==> config.mk <==
export PLATFORM = sky130hd
export DESIGN_NAME = mem_stream_reader
export DESIGN_NICKNAME = d
export VERILOG_FILES = /design/src/rtl/mem_reader_pkg.sv /design/src/rtl/mem_reader_fifo.sv /design/src/rtl/mem_stream_reader.sv
export SDC_FILE = /design/constraint.sdc
export NUM_CORES = 1
export LEC_CHECK = 0
export CORE_UTILIZATION = 30
export DETAILED_ROUTE_END_ITERATION = 8
export RECOVER_POWER = 50
export SLEW_MARGIN = 20
export SYNTH_ARGS = -nofsm -noshare
export SYNTH_HDL_FRONTEND = slang
export SYNTH_SLANG_ARGS = --single-unit
==> constraint.sdc <==
create_clock -name clock -period 3.04 [get_ports clock]
set_clock_uncertainty 0.05 [all_clocks]
set_input_delay 0.304 -clock clock [delete_from_list [all_inputs] [get_ports clock]]
set_output_delay 0.304 -clock clock [all_outputs]
set_load 0.01 [all_outputs]
==> src/rtl/mem_reader_pkg.sv <==
// rtl/mem_reader_pkg.sv - shared state encoding, buffer depth and default widths for mem_stream_reader
package mem_reader_pkg;

    typedef enum logic [1:0] {
        IDLE  = 2'd0,
        RUN   = 2'd1,
        DRAIN = 2'd2,
        DONE  = 2'd3
    } state_t;

    localparam int FIFO_DEPTH = 2;

    localparam int DEF_MEMORY_BUS_WIDTH = 32;
    localparam int DEF_ADDR_WIDTH       = 11;
    localparam int DEF_LEN_WIDTH        = 11;

endpackage

==> src/rtl/mem_reader_fifo.sv <==
// rtl/mem_reader_fifo.sv - two-entry word buffer with push/pop/count, simultaneous push and pop allowed
module mem_reader_fifo
    import mem_reader_pkg::*;
#(
    parameter int WIDTH = DEF_MEMORY_BUS_WIDTH
) (
    input  logic             clock,
    input  logic             reset,
    input  logic             push,
    input  logic [WIDTH-1:0] push_data,
    input  logic             pop,
    output logic [WIDTH-1:0] head_data,
    output logic [1:0]       count
);

    logic [WIDTH-1:0] store_q [FIFO_DEPTH];
    logic             wr_ptr_q;
    logic             rd_ptr_q;
    logic [1:0]       count_q;
    logic             do_push;
    logic             do_pop;

    // A pop frees a slot in the same cycle, so a full buffer still takes a push alongside a pop.
    assign do_pop  = pop && (count_q != 2'd0);
    assign do_push = push && ((count_q != 2'(FIFO_DEPTH)) || do_pop);

    always_ff @(posedge clock) begin
        if (reset) begin
            wr_ptr_q <= 1'b0;
            rd_ptr_q <= 1'b0;
            count_q  <= 2'd0;
        end else begin
            if (do_push) begin
                wr_ptr_q <= ~wr_ptr_q;
            end
            if (do_pop) begin
                rd_ptr_q <= ~rd_ptr_q;
            end
            count_q <= count_q + {1'b0, do_push} - {1'b0, do_pop};
        end
    end

    always_ff @(posedge clock) begin
        if (do_push) begin
            store_q[wr_ptr_q] <= push_data;
        end
    end

    assign head_data = store_q[rd_ptr_q];
    assign count     = count_q;

endmodule

==> src/rtl/mem_stream_reader.sv <==
// rtl/mem_stream_reader.sv - sequential RAM reader streaming words out; MEM_READER_CHECKSUM_EN adds checksum_out
module mem_stream_reader
    import mem_reader_pkg::*;
#(
    parameter int MEMORY_BUS_WIDTH = DEF_MEMORY_BUS_WIDTH,
    parameter int ADDR_WIDTH       = DEF_ADDR_WIDTH,
    parameter int LEN_WIDTH        = DEF_LEN_WIDTH
) (
    input  logic                        clock,
    input  logic                        reset,
    input  logic                        start_in,
    input  logic [ADDR_WIDTH-1:0]       base_addr_in,
    input  logic [LEN_WIDTH-1:0]        length_in,
    output logic                        busy_out,
    output logic                        done_out,
    output logic                        mem_enable_out,
    output logic [ADDR_WIDTH-1:0]       mem_addr_out,
    output logic [3:0]                  mem_wb_out,
    input  logic [MEMORY_BUS_WIDTH-1:0] mem_data_in,
    output logic                        stream_valid_out,
    output logic [MEMORY_BUS_WIDTH-1:0] stream_data_out,
    output logic                        stream_last_out,
    input  logic                        stream_ready_in
`ifdef MEM_READER_CHECKSUM_EN
    ,
    output logic [31:0]                 checksum_out
`endif
);

    localparam logic [ADDR_WIDTH-1:0] ADDR_ONE = 1;
    localparam logic [LEN_WIDTH-1:0]  LEN_ONE  = 1;
    localparam logic [LEN_WIDTH-1:0]  LEN_ZERO = 0;

    state_t                      state_q;
    state_t                      state_d;
    logic [ADDR_WIDTH-1:0]       next_addr_q;
    logic [LEN_WIDTH-1:0]        remaining_q;
    logic [LEN_WIDTH-1:0]        beats_left_q;
    logic                        inflight_q;
    logic [1:0]                  fifo_count;
    logic [MEMORY_BUS_WIDTH-1:0] head_data;
    logic                        accept_start;
    logic                        beat;
    logic                        issue;
    logic [2:0]                  occupancy;
    logic [2:0]                  capacity;

    mem_reader_fifo #(
        .WIDTH (MEMORY_BUS_WIDTH)
    ) u_fifo (
        .clock     (clock),
        .reset     (reset),
        .push      (inflight_q),
        .push_data (mem_data_in),
        .pop       (beat),
        .head_data (head_data),
        .count     (fifo_count)
    );

    assign accept_start = (state_q == IDLE) && start_in;
    assign beat         = stream_valid_out && stream_ready_in;

    // Only issue a read whose data is guaranteed a buffer slot when it returns next cycle.
    assign occupancy = {1'b0, fifo_count} + {2'b00, inflight_q};
    assign capacity  = 3'(FIFO_DEPTH) + {2'b00, beat};
    assign issue     = (state_q == RUN) && (remaining_q != LEN_ZERO) && (occupancy < capacity);

    always_ff @(posedge clock) begin
        if (reset) begin
            state_q <= IDLE;
        end else begin
            state_q <= state_d;
        end
    end

    always_comb begin
        state_d = state_q;
        case (state_q)
            IDLE: begin
                if (start_in) begin
                    state_d = (length_in != LEN_ZERO) ? RUN : DONE;
                end
            end
            RUN: begin
                if (issue && (remaining_q == LEN_ONE)) begin
                    state_d = DRAIN;
                end
            end
            DRAIN: begin
                if (beat && stream_last_out) begin
                    state_d = DONE;
                end
            end
            DONE:    state_d = IDLE;
            default: state_d = IDLE;
        endcase
    end

    always_ff @(posedge clock) begin
        if (reset) begin
            next_addr_q  <= '0;
            remaining_q  <= '0;
            beats_left_q <= '0;
            inflight_q   <= 1'b0;
        end else begin
            inflight_q <= issue;
            if (accept_start) begin
                next_addr_q  <= base_addr_in;
                remaining_q  <= length_in;
                beats_left_q <= length_in;
            end else begin
                if (issue) begin
                    next_addr_q <= next_addr_q + ADDR_ONE;
                    remaining_q <= remaining_q - LEN_ONE;
                end
                if (beat) begin
                    beats_left_q <= beats_left_q - LEN_ONE;
                end
            end
        end
    end

    assign busy_out         = (state_q == RUN) || (state_q == DRAIN);
    assign done_out         = (state_q == DONE);
    assign mem_enable_out   = issue;
    assign mem_addr_out     = issue ? next_addr_q : '0;
    assign mem_wb_out       = 4'b0000;
    assign stream_valid_out = (fifo_count != 2'd0);
    assign stream_data_out  = stream_valid_out ? head_data : '0;
    assign stream_last_out  = stream_valid_out && (beats_left_q == LEN_ONE);

`ifdef MEM_READER_CHECKSUM_EN
    logic [31:0] checksum_q;

    always_ff @(posedge clock) begin
        if (reset) begin
            checksum_q <= 32'd0;
        end else if (accept_start) begin
            checksum_q <= 32'd0;
        end else if (beat) begin
            checksum_q <= checksum_q + 32'(stream_data_out);
        end
    end

    assign checksum_out = checksum_q;
`endif

endmodule

# Word-level counts from Yosys, hierarchy flattened
# Memory sizes are Yosys's and may differ from the RTL's. A register that Yosys moved wholly into a read port is not among the register bits.
# Index checks and enable logic that the tools add are counted.
[word_totals]
mem_count = 1
reg_bits = 40
wordCells = 63
ramBits = 64
output_inout_bits = 52
[mem_list]
columns = ["memory", "words", "word_bits", "read_ports", "rd_ports_with_merged_regs", "wr", "line", "source"]
rows = [
  ["u_fifo.store_q", 2, 32, 1, 1, 1, "mem_reader_fifo.sv:16", "logic [WIDTH-1:0] store_q [FIFO_DEPTH];"],
]
[op_classes]
bitwise_logic = 2
eq_ne = 9
magnitude_cmp = 1
reduce_logical = 18
n_mux = 17
addsub = 7
[op_table]
columns = ["cell", "n"]
rows = [
  ["11-bit 2-to-1 mux", 7],
  ["32-bit 2-to-1 mux", 1],
  ["11-bit by 1-bit == test with 1-bit output (second input constant)", 2],
  ["11-bit nonzero test", 2],
  ["11-bit by 1-bit subtractor with 11-bit output (second input constant)", 2],
  ["11-bit by 1-bit adder with 11-bit output (second input constant)", 1],
  ["1-bit logical AND", 9],
  ["2-bit 2-to-1 mux", 4],
  ["2-bit inequality test (second input constant)", 4],
  ["2-bit case mux with 4 select lines", 1],
  ["2-bit nonzero test", 3],
  ["2-bit == test (second input constant)", 2],
  ["1-bit 2-to-1 mux", 4],
  ["2-bit by 1-bit adder with 3-bit output", 1],
  ["2-bit by 1-bit adder with 3-bit output (first input constant)", 1],
  ["3-bit less-than comparator", 1],
  ["3-bit AND reduction", 1],
  ["2-bit by 1-bit adder with 2-bit output", 1],
  ["2-bit by 1-bit == test with 1-bit output (second input constant)", 1],
  ["2-bit logical NOT", 1],
  ["1-bit logical OR", 2],
  ["1-bit inverter", 2],
  ["2-bit by 1-bit subtractor with 2-bit output", 1],
]

# Logic depth before layout (Yosys ltp)
[depth]
ltp_word = 8
depth_mapped = 8
mapped_depth_nobuf = 8

# Modules after synthesis
# A second synthesis with hierarchy kept.
[unflattened]
cells_unflattened = 420
area_unflattened_um2 = 5006.1
[modules_own_cells]
columns = ["mod", "n_inst", "cells_each", "area_per_inst_um2"]
rows = [
  ["mem_reader_fifo", 1, 124, 2547.4],
  ["mem_stream_reader", 1, 296, 2458.6],
]

# Worst setup path after synthesis
# OpenSTA, ideal clock, no wires.
[synth_timing]
path_type = "reg2reg"
startpoint = "register u_fifo.count_q[0] (netlist: u_fifo.count[0])"
endpoint = "memory u_fifo.store_q[0][0] (netlist bit), enable pin"
arrival_time_ps = 2096
setup_slack_ps = 469
n_path_buf = 0
required_ps = 2565
period_less_slack_ps = 2571
stages_incl_launch_ff = 3
path_cell_list = "dfxtp_1 -> o31a_1 -> nor2b_1"
[synth_between]
elab_chain_cells = 7
elab_cells_between_ends = 8
cone_classes = "eq/ne (1); mux (2); reduce/logical (5)"
[synth_lines]
columns = ["element", "line", "source"]
rows = [
  ["from (decl)", "mem_reader_fifo.sv:19", "logic [1:0] count_q;"],
  ["from (signal assigned)", "mem_reader_fifo.sv:39", "count_q <= count_q + {1'b0, do_push} - {1'b0, do_pop};"],
  ["2-bit nonzero test", "mem_reader_fifo.sv:24, mem_stream_reader.sv:128", ""],
  ["1-bit logical AND", "mem_stream_reader.sv:61", "assign beat = stream_valid_out && stream_ready_in;"],
  ["1-bit logical AND", "mem_reader_fifo.sv:24", "assign do_pop = pop && (count_q != 2'd0);"],
  ["1-bit logical OR *", "mem_reader_fifo.sv:25", "assign do_push = push && ((count_q != 2'(FIFO_DEPTH)) || do_pop);"],
  ["1-bit logical AND *", "mem_reader_fifo.sv:25", ""],
  ["net u_fifo.do_push", "mem_reader_fifo.sv:20", "logic do_push;"],
  ["1-bit 2-to-1 mux *", "mem_reader_fifo.sv:44", "if (do_push) begin"],
  ["1-bit 2-to-1 mux (implied by the code) *", "mem_reader_fifo.sv:45", "store_q[wr_ptr_q] <= push_data;"],
  ["to (decl)", "mem_reader_fifo.sv:16", ""],
]
# Mark *: on every way through the listed nets, which the timed path passes. The rest lies on a longest branch.

# Worst setup path after layout
[layout_timing]
startpoint = "register remaining_q[4]"
endpoint = "output mem_addr_out[10]"
[layout_between]
elab_chain_cells = 4
[layout_lines]
columns = ["element", "line", "source"]
rows = [
  ["from (decl)", "mem_stream_reader.sv:37", "logic [LEN_WIDTH-1:0] remaining_q;"],
  ["from (signal assigned)", "mem_stream_reader.sv:109", "remaining_q <= length_in;"],
  ["from (signal assigned)", "mem_stream_reader.sv:114", "remaining_q <= remaining_q - LEN_ONE;"],
  ["11-bit nonzero test", "mem_stream_reader.sv:66", "assign issue = (state_q == RUN) && (remaining_q != LEN_ZERO) && (occupancy < capacity);"],
  ["1-bit logical AND (2 in a row)", "mem_stream_reader.sv:66", ""],
  ["11-bit 2-to-1 mux", "mem_stream_reader.sv:126", "assign mem_addr_out = issue ? next_addr_q : '0;"],
  ["to (decl)", "mem_stream_reader.sv:17", "output logic [ADDR_WIDTH-1:0] mem_addr_out,"],
]
# Every way passes these cells.

==> impl_metrics.json <==
{
  "max-vdd-ir-drop_v": 0.000483,
  "critical_path_arrival_ns": 2.47,
  "floorplan.rows": 45,
  "dr.first_iter.drc_count": 203,
  "p_leak_nw": 2.20,
  "clockBufferDepth": 2,
  "wire_length_of_the_first_global_routing_pass_um": 18100,
  "yosysSeqAreaShare_pct": 57.1,
  "timing.reg2reg.worst_path_depth": 7,
  "num_io_pins": 110,
  "finalCritPeriodShare_pct": 92.9,
  "synthesis.area_per_instance_um2": 11.2,
  "io_buffers": 105,
  "timing.critical_path.required_ns": 2.69,
  "ant_nets": 0,
  "firstDrtPassIters": 4,
  "final_hold_viol_count": 0,
  "grt_overflow_total": 0,
  "finalCriticalPeriod_ns": 2.82,
  "design.die.area_um2": 16500,
  "setup_tns_ns": 0,
  "max_cap_violations": 0,
  "crit_path_start_kind": "flop",
  "track_usage_pct": 14.1,
  "tritoncts_num_sinks": 105,
  "insertedDiodeCount": 0,
  "worst_path_max_delay_cell": "sky130_fd_sc_hd__clkdlybuf4s50_1",
  "routed_wire_length_per_instance_um": 15.2,
  "die_height_um": 129,
  "first_global_vias": 3619,
  "unrepaired_setup_endpoints_after_global_routing": "false",
  "synth-edff-count": 64,
  "ys.flop_type": "sky130_fd_sc_hd__edfxtp_1",
  "tritoncts": "done",
  "htree_num_levels": 3,
  "mostFrequentLayoutCells": "73 x sky130_fd_sc_hd__clkdlybuf4s50_1, 64 x sky130_fd_sc_hd__edfxtp_1, 46 x sky130_fd_sc_hd__nor2_1",
  "worst_slew_margin_rel_pct": 40.6,
  "initial_core_util_pct": 31.1,
  "critical_path.max_stage_delay_ns": 0.48,
  "capture_point_of_the_worst_reg_to_reg_path": "remaining_q[6]$_SDFFE_PP0P_",
  "min_path_type": "reg2reg",
  "critPathCaptureType": "output port",
  "cp_max_fo": 13,
  "area_growth_syn_to_layout_pct": 35.1,
  "synth.distinct_cells": 48,
  "crit_chain": "nor4_4 > nand4_1 > nand3_2 > clkinvlp_4 > and2_1 > clkdlybuf4s50_1",
  "coreArea_um2": 15400,
  "setup_viol_count_final": 0,
  "synthesized_instance_count": 428,
  "drv_slew": 0,
  "worst-setup-path-type": "reg2out",
  "route.detailed.vias_per_inst": 4.82,
  "min_delay_path_depth": 2,
  "number_of_antenna_violations_at_the_first_check_in_global_routing": 1,
  "timing.hold.ws_ns": 0.466,
  "clkSlewWorstSetupHoldPaths_ns": 0.07,
  "powerDensity_nw_per_um2": 868,
  "grt_start_max_net_pins": 34,
  "async_reset_ff_share_pct": 0,
  "fp.dieW_um": 129,
  "detailroute.via_count": 3637,
  "nets": 612,
  "synth-seq-cells": 105,
  "cts_hold_repair.buffers": 0,
  "outcome": "finished clean",
  "timing_worst_slew_pin_value_ns": 0.891,
  "cts_inserted_buffers": 9,
  "worst_min_path_start": "u_fifo.rd_ptr_q$_SDFFE_PP0N_",
  "timing.hold.worst_endpoint": "u_fifo.rd_ptr_q$_SDFFE_PP0N_",
  "cts_root_buf": "sky130_fd_sc_hd__clkbuf_16",
  "route.detailed.drc": 0,
  "layout_cells_sized_above_1_pct": 8.09,
  "r2r_path_start": "u_fifo.count[0]$_SDFF_PP0_",
  "post-place-ws_ns": 0.234,
  "totalWireLength_um": 11500,
  "fmax_mhz": 354,
  "mostFrequentLayoutCell": "sky130_fd_sc_hd__clkdlybuf4s50_1",
  "insertion_delay_ns": 0.34,
  "post_synthesis_cell_area_um2": 4800,
  "postLayoutSetupSlackWorst_ns": 0.216,
  "hpwl_um": 8200,
  "synth-warning-count": 0,
  "r2r_setup_slack_ns": 0.75,
  "finalWeightedCongestion": 0.816
}
metrics by stage:
step	power (mW)	utilization [%]	instances	instance area, um2
finish	5.64	42.1	755	6490
detailed placement	4.39	39.8	736	6130
floorplan	3.40	-	431	4810
CTS	5.67	41.9	753	6470
global route	5.99	42.1	755	6490
global placement	4.34	39.8	736	6130
state kept, by name, summed over array words and instances, names as in the netlist, named ones only:
register and cells:
next_addr_q 11, remaining_q 11, state_q 2, u_fifo.rd_ptr_q 1, u_fifo.wr_ptr_q 1, u_fifo.count 2
inflight_q 1, u_fifo.store_q 64, beats_left_q 11
metal layers:
metal	wire (um)	part of all wire, %	up-vias	GRT usage (%)
li1	-	-	1771	-
met4	159	1.4	2	5.47
met2	5300	46	131	23.6
met3	678	5.9	13	2.58
met1	5350	47	1720	17.9
met5	9	0.078	-	0
synthesized netlist by cell type (all sizes together), types with 2 or more instances:
cell	instances	share of area, %
or3	6	0.86
a21oi	22	2.3
xor2	10	1.8
nand3b	2	0.31
nor2	48	3.8
and4	3	0.55
xnor2	14	2.6
nand2b	4	0.52
o211ai	2	0.31
mux2i	33	6.9
a31oi	9	1.2
or4	3	0.60
nor4b	2	0.49
nor2b	3	0.39
clkbuf	13	1.0
and3	2	0.26
nor3	8	0.83
inv	15	1.2
nand3	5	0.52
o21ai	26	3.0
nand4	7	0.91
dfxtp	41	17
nand2	20	1.6
ha	15	3.9
o41ai	2	0.36
edfxtp	64	40
o31ai	3	0.47
and2	13	1.7
a221oi	2	0.36
buf	8	0.96
nor4	13	1.7
how the worst max path moves through the flow:
stage	from	depth (start not counted)	end
after floorplan	u_fifo.count[0]$_SDFF_PP0_	2	u_fifo.store_q[0][0]$_DFFE_PP_
after global placement	stream_ready_in	7	mem_addr_out[9]
after detailed placement	stream_ready_in	7	mem_addr_out[8]
after CTS	remaining_q[4]$_SDFFE_PP0P_	6	mem_addr_out[10]
after global routing	remaining_q[8]$_SDFFE_PP0P_	6	mem_addr_out[3]
final	remaining_q[4]$_SDFFE_PP0P_	6	mem_addr_out[10]
cells by family after synthesis:
kind of cell / Yosys count / share of synthesized area [%]
xor+xnor: 24 / 4.38
simple gates: 141 / 15.3
compound gates: 73 / 9.22
fa+ha+maj: 15 / 3.91
buf+inv: 36 / 3.15
mux: 33 / 6.88
other cells: 1 / 0.0781
flops: 105 / 57.1
repair_timing:
| action | in CTS | in global routing |
|---|---|---|
| cloned | 0 | 0 |
| resized for setup | 2 | 3 |
| buffers inserted | 1 | 2 |
| endpoints found under the setup margin | 11 | 11 |
cell type report:
type | count | area (um2)
flip-flops and latches | 105 | 2740
clock inverters | 7 | 93.8
well taps | 211 | 264
fillers | 1461 | 8940
clock buffers | 9 | 225
repair buffers | 118 | 1160
inverters | 15 | 60.1
multi-input cells | 290 | 1950
power breakdown:
group,switching [mW],internal (mW),leakage (nW)
combinational,1.20,1.11,1.12
sequential,0.272,1.81,0.918
clock,0.519,0.722,0.155
worst max-delay path: cells and delay by family, from the launching register on:
kind / cells / cell delay [ns]
and+or+nand+nor: 4 / 1.02
buffers and inverters: 2 / 0.70
DFF: 1 / 0.40
Note: power is estimated with default switching activity, not from simulation.
